### config.mk
export PLATFORM = sky130hd
export DESIGN_NAME = serial_frame_rx_flat
export DESIGN_NICKNAME = d
export VERILOG_FILES = /design/src/rtl/serial_frame_rx_if.sv /design/src/rtl/serial_frame_rx.sv /design/src/flat_wrapper.sv
export SDC_FILE = /design/constraint.sdc
export NUM_CORES = 1
export LEC_CHECK = 0
export ABC_AREA = 0
export BUFFER_PORTS_ARGS = -buffer_cell sky130_fd_sc_hd__clkbuf_2
export CORE_MARGIN = 1.5
export CORE_UTILIZATION = 30
export DETAILED_ROUTE_END_ITERATION = 16
export HOLD_SLACK_MARGIN = 0.06
export SKIP_LAST_GASP = 1
export SYNTH_ARGS = -nofsm -noshare
export SYNTH_HDL_FRONTEND = slang
export SYNTH_SLANG_ARGS = --single-unit
### constraint.sdc
create_clock -name clock -period 3.15 [get_ports clock]
set_clock_uncertainty 0.05 [all_clocks]
set_input_delay 0.1575 -clock clock [delete_from_list [all_inputs] [get_ports clock]]
set_output_delay 0.1575 -clock clock [all_outputs]
set_load 0.02 [all_outputs]
### src/rtl/serial_frame_rx_if.sv
// Serial receiver pin/register bundle. The slave modport is the receiver view; the master
// modport is the view of whatever drives the pins and reads the registers.
interface serial_frame_rx_if #(
  parameter int unsigned DATA_W = 27
);
  logic              ser_data_in;
  logic              ser_clock_in;
  logic              ser_data_thru;
  logic              ser_clock_thru;
  logic [DATA_W-1:0] data_out;
  logic [31:0]       status_out;
  logic              frame_valid;
  logic              err_clear;

  modport master (
    output ser_data_in, ser_clock_in, err_clear,
    input  ser_data_thru, ser_clock_thru, data_out, status_out, frame_valid
  );

  modport slave (
    input  ser_data_in, ser_clock_in, err_clear,
    output ser_data_thru, ser_clock_thru, data_out, status_out, frame_valid
  );
endinterface

### src/rtl/serial_frame_rx.sv
// Bit-serial command receiver. Synchronises an external serial clock/data pair, frames
// MSB-first opcode+payload messages using a per-opcode length table and publishes the last
// payload plus a status word (toggle, opcode, sticky error flags).
// Optional feature macro: SERIAL_RX_PARITY_EN (adds a trailing even-parity bit per frame).
// OPCODE_W must be >= 2 and every LEN_TABLE entry <= DATA_W; TIMEOUT_CYC must be >= 2.
module serial_frame_rx #(
  parameter int unsigned                OPCODE_W    = 4,
  parameter int unsigned                DATA_W      = 27,
  parameter logic [(8<<OPCODE_W)-1:0]   LEN_TABLE   = 128'h0F,
  parameter logic [(1<<OPCODE_W)-1:0]   VALID_MASK  = 16'h0003,
  parameter int unsigned                TIMEOUT_CYC = 1024
) (
  input logic              clock,
  input logic              reset,
  serial_frame_rx_if.slave bus
);

  localparam int unsigned CntMax = (DATA_W > OPCODE_W) ? DATA_W : OPCODE_W;
  localparam int unsigned CntW   = $clog2(CntMax + 1);
  localparam int unsigned ToW    = $clog2(TIMEOUT_CYC + 1);

  typedef enum logic [2:0] {
    StIdle,
    StOpcode,
    StPayload,
    StDrain,
    StCommit
`ifdef SERIAL_RX_PARITY_EN
    , StParity
`endif
  } state_e;

  state_e              state_q, state_d;
  logic [2:0]          sclk_q;
  logic [1:0]          sdat_q;
  logic [OPCODE_W-1:0] op_q, op_d, stat_op_q, stat_op_d;
  logic [DATA_W-1:0]   pay_q, pay_d, data_q, data_d;
  logic [7:0]          len_q, len_d;
  logic [CntW-1:0]     cnt_q, cnt_d;
  logic [ToW-1:0]      to_q, to_d;
  logic                toggle_q, toggle_d;
  logic                err_op_q, err_op_d, err_to_q, err_to_d;
  logic                fv_q, fv_d;
`ifdef SERIAL_RX_PARITY_EN
  logic                parity_q, parity_d, err_par_q, err_par_d;
  logic                set_par;
`endif

  logic                ser_edge, ser_bit, expire, set_op, set_to;
  logic [OPCODE_W-1:0] op_next;
  logic [7:0]          len_lu;

  // Stage 3 exists only on the clock path so a rising edge can be detected.
  assign ser_edge = sclk_q[1] & ~sclk_q[2];
  assign ser_bit  = sdat_q[1];
  assign op_next  = {op_q[OPCODE_W-2:0], ser_bit};
  assign len_lu   = LEN_TABLE[8*int'(op_next) +: 8];
  assign expire   = !ser_edge && (to_q == ToW'(TIMEOUT_CYC - 1));

  assign bus.ser_data_thru  = bus.ser_data_in;
  assign bus.ser_clock_thru = bus.ser_clock_in;
  assign bus.data_out       = data_q;
  assign bus.frame_valid    = fv_q;

  // Status word assembly; unused bits read as zero.
  always_comb begin
    bus.status_out             = '0;
    bus.status_out[0]          = toggle_q;
    bus.status_out[OPCODE_W:1] = stat_op_q;
    bus.status_out[30]         = err_op_q;
    bus.status_out[31]         = err_to_q;
`ifdef SERIAL_RX_PARITY_EN
    bus.status_out[29]         = err_par_q;
`endif
  end

  // Pin synchronisers.
  always_ff @(posedge clock or posedge reset) begin
    if (reset) begin
      sclk_q <= '0;
      sdat_q <= '0;
    end else begin
      sclk_q <= {sclk_q[1:0], bus.ser_clock_in};
      sdat_q <= {sdat_q[0], bus.ser_data_in};
    end
  end

  // Framing FSM next state, shift registers, timeout and register updates.
  always_comb begin
    state_d   = state_q;
    op_d      = op_q;
    pay_d     = pay_q;
    len_d     = len_q;
    cnt_d     = cnt_q;
    data_d    = data_q;
    stat_op_d = stat_op_q;
    toggle_d  = toggle_q;
    fv_d      = 1'b0;
    set_op    = 1'b0;
    set_to    = 1'b0;
`ifdef SERIAL_RX_PARITY_EN
    parity_d  = parity_q;
    set_par   = 1'b0;
`endif

    if (ser_edge) begin
      to_d = '0;
    end else if (state_q == StOpcode || state_q == StPayload || state_q == StDrain
`ifdef SERIAL_RX_PARITY_EN
                 || state_q == StParity
`endif
                 ) begin
      to_d = to_q + ToW'(1);
    end else begin
      to_d = '0;
    end

    unique case (state_q)
      StIdle, StCommit: begin
        if (state_q == StCommit) begin
          if (len_q != 8'd0) data_d = pay_q;
          stat_op_d = op_q;
          toggle_d  = ~toggle_q;
          fv_d      = 1'b1;
          state_d   = StIdle;
        end
        // An edge during commit starts the next frame in the same cycle.
        if (ser_edge) begin
          op_d    = {{(OPCODE_W-1){1'b0}}, ser_bit};
          cnt_d   = CntW'(1);
          state_d = StOpcode;
`ifdef SERIAL_RX_PARITY_EN
          parity_d = ser_bit;
`endif
        end
      end
      StOpcode: begin
        if (ser_edge) begin
          op_d = op_next;
`ifdef SERIAL_RX_PARITY_EN
          parity_d = parity_q ^ ser_bit;
`endif
          if (cnt_q == CntW'(OPCODE_W - 1)) begin
            len_d = len_lu;
            cnt_d = '0;
            pay_d = '0;
            if (!VALID_MASK[op_next]) begin
              set_op  = 1'b1;
              state_d = StDrain;
            end else if (len_lu == 8'd0) begin
`ifdef SERIAL_RX_PARITY_EN
              state_d = StParity;
`else
              state_d = StCommit;
`endif
            end else begin
              state_d = StPayload;
            end
          end else begin
            cnt_d = cnt_q + CntW'(1);
          end
        end else if (expire) begin
          set_to  = 1'b1;
          state_d = StIdle;
        end
      end
      StPayload: begin
        if (ser_edge) begin
          pay_d = {pay_q[DATA_W-2:0], ser_bit};
          if (cnt_q != CntW'(DATA_W)) cnt_d = cnt_q + CntW'(1);
`ifdef SERIAL_RX_PARITY_EN
          parity_d = parity_q ^ ser_bit;
`endif
          if ((32'(cnt_q) + 32'd1) >= 32'(len_q)) begin
`ifdef SERIAL_RX_PARITY_EN
            state_d = StParity;
`else
            state_d = StCommit;
`endif
          end
        end else if (expire) begin
          set_to  = 1'b1;
          state_d = StIdle;
        end
      end
`ifdef SERIAL_RX_PARITY_EN
      StParity: begin
        if (ser_edge) begin
          if (parity_q ^ ser_bit) begin
            set_par = 1'b1;
            state_d = StIdle;
          end else begin
            state_d = StCommit;
          end
        end else if (expire) begin
          set_to  = 1'b1;
          state_d = StIdle;
        end
      end
`endif
      StDrain: begin
        // Rejected frame: swallow edges silently until the line goes quiet.
        if (expire) state_d = StIdle;
      end
      default: state_d = StIdle;
    endcase

    // Sticky errors: a new error in the same cycle as err_clear wins.
    err_op_d = set_op | (err_op_q & ~bus.err_clear);
    err_to_d = set_to | (err_to_q & ~bus.err_clear);
`ifdef SERIAL_RX_PARITY_EN
    err_par_d = set_par | (err_par_q & ~bus.err_clear);
`endif
  end

  // State and output registers.
  always_ff @(posedge clock or posedge reset) begin
    if (reset) begin
      state_q   <= StIdle;
      op_q      <= '0;
      pay_q     <= '0;
      len_q     <= '0;
      cnt_q     <= '0;
      to_q      <= '0;
      data_q    <= '0;
      stat_op_q <= '0;
      toggle_q  <= 1'b0;
      err_op_q  <= 1'b0;
      err_to_q  <= 1'b0;
      fv_q      <= 1'b0;
`ifdef SERIAL_RX_PARITY_EN
      parity_q  <= 1'b0;
      err_par_q <= 1'b0;
`endif
    end else begin
      state_q   <= state_d;
      op_q      <= op_d;
      pay_q     <= pay_d;
      len_q     <= len_d;
      cnt_q     <= cnt_d;
      to_q      <= to_d;
      data_q    <= data_d;
      stat_op_q <= stat_op_d;
      toggle_q  <= toggle_d;
      err_op_q  <= err_op_d;
      err_to_q  <= err_to_d;
      fv_q      <= fv_d;
`ifdef SERIAL_RX_PARITY_EN
      parity_q  <= parity_d;
      err_par_q <= err_par_d;
`endif
    end
  end

endmodule

### src/flat_wrapper.sv
// flat-port wrapper written by rule: the top's interface ports become plain ports
module serial_frame_rx_flat 
#(
  parameter int unsigned                OPCODE_W    = 4,
  parameter int unsigned                DATA_W      = 27,
  parameter logic [(8<<OPCODE_W)-1:0]   LEN_TABLE   = 128'h0F,
  parameter logic [(1<<OPCODE_W)-1:0]   VALID_MASK  = 16'h0003,
  parameter int unsigned                TIMEOUT_CYC = 1024
)
  (clock, reset, bus_ser_data_in, bus_ser_clock_in, bus_err_clear, bus_ser_data_thru, bus_ser_clock_thru, bus_data_out, bus_status_out, bus_frame_valid);
  serial_frame_rx_if #(.DATA_W(DATA_W)) bus_i ();
  input logic clock;
  input logic reset;
  input wire logic [$bits(bus_i.ser_data_in)-1:0] bus_ser_data_in;
  input wire logic [$bits(bus_i.ser_clock_in)-1:0] bus_ser_clock_in;
  input wire logic [$bits(bus_i.err_clear)-1:0] bus_err_clear;
  output wire logic [$bits(bus_i.ser_data_thru)-1:0] bus_ser_data_thru;
  output wire logic [$bits(bus_i.ser_clock_thru)-1:0] bus_ser_clock_thru;
  output wire logic [$bits(bus_i.data_out)-1:0] bus_data_out;
  output wire logic [$bits(bus_i.status_out)-1:0] bus_status_out;
  output wire logic [$bits(bus_i.frame_valid)-1:0] bus_frame_valid;
  assign bus_i.ser_data_in = bus_ser_data_in;
  assign bus_i.ser_clock_in = bus_ser_clock_in;
  assign bus_i.err_clear = bus_err_clear;
  assign bus_ser_data_thru = bus_i.ser_data_thru;
  assign bus_ser_clock_thru = bus_i.ser_clock_thru;
  assign bus_data_out = bus_i.data_out;
  assign bus_status_out = bus_i.status_out;
  assign bus_frame_valid = bus_i.frame_valid;
  serial_frame_rx #(.OPCODE_W(OPCODE_W), .DATA_W(DATA_W), .LEN_TABLE(LEN_TABLE), .VALID_MASK(VALID_MASK), .TIMEOUT_CYC(TIMEOUT_CYC)) u_core (.clock(clock), .reset(reset), .bus(bus_i));
endmodule
==> impl_metrics.toml, run 1 <==
[outcome]
status = "completed"

[die]
dieArea_sq_um = 14610
die_h_microns = 120.9
std_cell_rows = 42
start_util = 0.3111
core_area_sq_um = 13400
pin_count = 67
die_x_microns = 120.9

[timing]
fmax_mhz = 458.8
drv_slew = 0
whs_ps = 300.9
post-route-period-util = 0.6920
worstMarginPinSlew_ps = 742.8
period_minus_slack_ps = 2180
rsz0062_at_grt = "no"
layout_setup_ws_ps = 970.3
setup_violations = 0
tns_ps = 0
hold_violations = 0
slew_headroom = 0.5042

[pwr]
ir_drop_mv = 0.3204
p_per_area_nw_per_um2 = 649.3
leakagePower_nw = 2.212

[synth]
syn_inst = 384
synth.largest_area_cell = "dfrtp_1"
ys_top_cells_by_area = "dfrtp_1, mux2_2, nand2_1"
ys_warn_count = 0
synth-seq-area-share = 0.5462
avgSynthCellArea_sq_um = 10.86
ys_types = 40
synth_area_sq_um = 4169
yosys_register_bits = 91
synth_top_area_share = 0.5462

[setup_path]
reg2reg_to = "u_core.pay_q[1]$_DFFE_PP0P_"
cp-start-kind = "flip-flop"
endpoint_kind = "flip-flop"
rr_worst_depth = 7
rr_startpoint = "u_core.cnt_q[0]$_DFFE_PP0P_"
crit_arrival_ps = 2340
r2r_setup_slack_ps = 970
path_class = "flip-flop to flip-flop"
startpoint = "u_core.cnt_q[0]$_DFFE_PP0P_"
crit_fanout = 54
required_ps = 3310

[layout]
area_growth_pct = 13.51
fin_area_sq_um = 4732
most-common-layout-cells = "dfrtp_1, nand2_1, clkbuf_2"
antenna_cells = 0
nNetsFinal = 433
mostFrequentLayoutCell = "dfrtp_1"
drive_above_1_share = 0.2529

[detailed_routing]
vias_per_cell = 4.511
drtIter0Drc = 168
wirelength_microns = 7314
num_vias = 2720
postRouteAntennaNets = 0
drt_drc_violations_left = 0
firstDrtPassIters = 6
wl_per_cell_microns = 12.13

[hold_path]
min-delay-start = "u_core.sdat_q[0]$_DFF_PP0_"
hold_class = "flip-flop to flip-flop"
holdPathEnd = "u_core.sdat_q[1]$_DFF_PP0_"
hold_path_depth = 0

[placement]
place_ws_ps = 988.2
port_buffers = 41
dp_hpwl_microns = 5090
place.gp.congestion = 0.7896
post_dp_cell_area_sq_um = 4390

[clock_network]
cts_resized = 0
cts_tree = "yes"
cts.sinks = 91
root_buffer = "clkbuf_16"
clk_latency_ps = 340
cts_max_level = 3
numCtsBuffers = 9
clk_path_buf_depth = 2
clkSlewWorstSetupHoldPaths_ps = 70

[global_route]
track_usage = 0.1083
grt_start_max_net_pins = 55
grt.overflow.total = 0
grt_pass1_wl_microns = 12450
antenna_found_initial = 0
grt_pass1_vias = 2504

[flow_run]
maxCapViolations = 0
==> area by class of cell <==
type,instances,area (sq um)
fill,1356,8668
sequential,91,2277
multi-input combinational,262,1619
timing repair buffer,50,282.8
clock buffer,9,225.2
tap,176,220.2
clock inverter,7,76.32
inverter,8,31.28
==> synth_stat cells, drive strengths merged <==
library cell  number
a22o               6
o21ai             39
a31oi              3
a21o               2
inv                8
nand3              8
nor4               6
xnor2              8
ha                 6
clkbuf             5
nor2              23
nand2b             6
nand2             67
or3                2
nor2b              2
a2111oi            1
mux2              32
nor4b              1
xor2               5
dfrtp             91
a21oi              6
o22ai              3
and2               1
a31o               1
and3               2
or4b               1
or3b               1
conb               1
buf               42
o21bai             1
nor3               3
o311a              1
==> metal layers <==
metal	routed length (microns)	vias to the layer above	GRT usage
met5	0	-	0
met4	68	0	0.04044
met3	325	6	0.03430
met2	3534	66	0.1697
met1	3385	1326	0.1402
li1	-	1322	-
==> state kept, by name, summed over array words and instances, names as in the netlist, 2 cells and up <==
register	cells
u_core.stat_op_q	4
u_core.sdat_q	2
u_core.state_q	3
u_core.sclk_q	3
u_core.op_q	4
u_core.to_q	11
u_core.pay_q	27
u_core.cnt_q	5
u_core.bus.data_out	27
==> worst max path at each step <==
stage / depth (start not counted) / to
after floorplan: 1 / u_core.bus.data_out[0]$_DFFE_PP0P_
after global placement: 7 / u_core.pay_q[0]$_DFFE_PP0P_
after detailed placement: 7 / u_core.pay_q[12]$_DFFE_PP0P_
after CTS: 7 / u_core.pay_q[1]$_DFFE_PP0P_
after global routing: 7 / u_core.pay_q[25]$_DFFE_PP0P_
final: 7 / u_core.pay_q[1]$_DFFE_PP0P_
==> repair_timing <==
item	4_1_cts	5_1_grt
hold buffers	4	0
hold endpoints to repair	46	0
buffers inserted	0	0
==> cell families (layout without fill, tap and decap cells) <==
| logic type | Yosys count | after routing | share of synthesized area |
|---|---|---|---|
| muxes | 32 | 32 | 0.08644 |
| AOI/OAI and AO/OA | 63 | 63 | 0.1014 |
| buffers and inverters | 55 | 74 | 0.08763 |
| adders and majority gates | 6 | 6 | 0.01801 |
| xor gates and xnor gates | 13 | 13 | 0.02731 |
| and+or+nand+nor | 123 | 123 | 0.1321 |
| other | 1 | 25 | 0.0008995 |
| DFF | 91 | 91 | 0.5462 |
==> metrics by stage <==
step	total power, mW	utilization	instances
2_1_floorplan	1.937	-	408
3_5_place_dp	2.033	0.3276	583
4_1_cts	3.115	0.3531	603
6_report	3.072	0.3531	603
3_3_place_gp	2.008	0.3276	583
5_1_grt	3.263	0.3531	603
==> critical path, stage by stage, from the launching register on <==
cell	delay, ps
dfrtp_1	460
ha_1	290
or4b_4	510
nor2_4	170
o21ai_4	50
buf_4	290
nand2_1	140
o21ai_2	60
==> power breakdown <==
group,internal [mW],switching (mW)
Combinational,0.233,0.375
Clock,0.566,0.498
Sequential,1.27,0.132
Total,2.07,1.00
Power figures use the tool's default switching activity.
==> inputs of run 2 (changes only) <==
clock period = 2.11 ns   (was 3.15 ns; I/O delays follow)
==> run 2 against run 1 <==
Sequential power increased by 46%. Worst setup slack got worse by 780 ps. Critical path depth decreased by 2. Non-clock buffer count increased by 4. Final area increased by 2.5%. Critical endpoint is now u_core.cnt_q[0]$_DFFE_PP0P_. Largest power group unchanged. Highest routed layer unchanged.
==> impl_metrics.toml, run 2 (synthesis results as in run 1) <==
[outcome]
status = "completed"

[setup_path]
required_ps = 2280
crit_arrival_ps = 2090
rr_startpoint = "u_core.state_q[1]$_DFFE_PP0P_"
endpoint_kind = "flip-flop"
path_class = "flip-flop to flip-flop"
cp-start-kind = "flip-flop"
crit_fanout = 9
startpoint = "u_core.state_q[1]$_DFFE_PP0P_"

[clock_network]
numCtsBuffers = 9
cts_setup_buffers = 0
clk_path_buf_depth = 2
root_buffer = "clkbuf_16"
cts.sinks = 91
cts_max_level = 3
clkSlewWorstSetupHoldPaths_ps = 70
clk_latency_ps = 340
cts_tree = "yes"

[detailed_routing]
drtIter0Drc = 136
wirelength_microns = 7399
num_vias = 2738
vias_per_cell = 4.518
postRouteAntennaNets = 0
firstDrtPassIters = 4
wl_per_cell_microns = 12.21
drt_drc_violations_left = 0

[placement]
dp_hpwl_microns = 5104
place.gp.congestion = 0.7851
port_buffers = 41

[timing]
worstMarginPinSlew_ps = 677.3
slew_headroom = 0.5450
fmax_mhz = 520.6
hold_violations = 0
tns_ps = 0
rsz0062_at_grt = "no"
setup_violations = 0
post-route-period-util = 0.9103
drv_slew = 0
period_minus_slack_ps = 1921

[die]
pin_count = 67
core_area_sq_um = 13400
dieArea_sq_um = 14610
die_h_microns = 120.9
std_cell_rows = 42
die_x_microns = 120.9
start_util = 0.3111

[pwr]
leakagePower_nw = 2.255
ir_drop_mv = 0.3947
fin_total_pwr_mw = 4.820
p_per_area_nw_per_um2 = 994.0

[layout]
drive_above_1_share = 0.2651
most-common-layout-cells = "dfrtp_1, nand2_1, clkbuf_2"
antenna_cells = 0
area_growth_pct = 16.30
multiInputGateArea_sq_um = 1630
mostFrequentLayoutCell = "dfrtp_1"
fillCellCount = 1347
nNetsFinal = 437
seqCellArea_sq_um = 2278

[flow_run]
maxCapViolations = 0

[global_route]
grt_pass1_vias = 2655
track_usage = 0.1111
grt_start_max_net_pins = 55
grt.overflow.total = 0
antenna_found_initial = 0
grt_pass1_wl_microns = 12790

[hold_path]
hold_class = "flip-flop to flip-flop"
min-delay-start = "u_core.sdat_q[0]$_DFF_PP0_"
==> run 2: metrics by stage <==
stage / hold slack [ps] / cells / setup WS, ps / area, sq um / utilization
after floorplan: 86.93 / 408 / 245.0 / 4263 / -
after global placement: 171.5 / 587 / 134.4 / 4473 / 0.3338
after detailed placement: 182.7 / 587 / 78.77 / 4473 / 0.3338
after CTS: 306.0 / 606 / 52.40 / 4836 / 0.3609
after global routing: 312.9 / 606 / 0.2154 / 4848 / 0.3618
final: 300.3 / 606 / 189.3 / 4848 / 0.3618
==> run 2: worst max-delay path, stage by stage, from the launching register on <==
cell and delay, ps:
dfrtp_1 450, or3b_1 560, a21oi_4 230, a31o_4 160, a21oi_1 70, o311a_1 290
==> run 2: path summary, 6_finish.rpt <==
path,to,slack [ps],depth (start not counted)
worst min register to register,u_core.sdat_q[1]$_DFF_PP0_,300,0
min in group asynchronous,u_core.sdat_q[1]$_DFF_PP0_,350,3
max in group asynchronous,u_core.cnt_q[2]$_DFFE_PP0P_,1070,4
worst min-delay path,u_core.sdat_q[1]$_DFF_PP0_,300,0
worst max-delay path,u_core.cnt_q[0]$_DFFE_PP0P_,190,5
worst max register to register,u_core.cnt_q[0]$_DFFE_PP0P_,190,5
==> run 2: what timing repair did <==
action,in CTS,in global routing
endpoints found under the hold margin,31,0
setup endpoints to repair,0,3
hold buffers,4,0
resized for setup,0,3
==> run 2: layer usage <==
layer,wire length (microns),track usage,up-vias
li1,-,-,1334
met1,3437,0.1436,1337
met2,3566,0.1744,58
met3,263,0.02726,9
met4,133,0.05441,0
met5,0,0,-
==> run 2: final cells by class <==
| type | count | share of cell area |
|---|---|---|
| clock buffers | 9 | 0.04645 |
| well taps | 176 | 0.04542 |
| flip-flops and latches | 91 | 0.4699 |
| repair buffers | 54 | 0.07484 |
| clock inverters | 6 | 0.02013 |
| multi-input cells | 262 | 0.3363 |
| inverters | 8 | 0.006968 |
==> run 2: where the power goes <==
| part | switching (mW) | internal [mW] | total, mW | leakage [nW] |
|---|---|---|---|---|
| registers | 0.153 | 1.90 | 2.05 | 1.24 |
| logic | 0.626 | 0.394 | 1.02 | 0.856 |
| clock network | 0.700 | 1.05 | 1.75 | 0.158 |
| total | 1.48 | 3.34 | 4.82 | 2.26 |
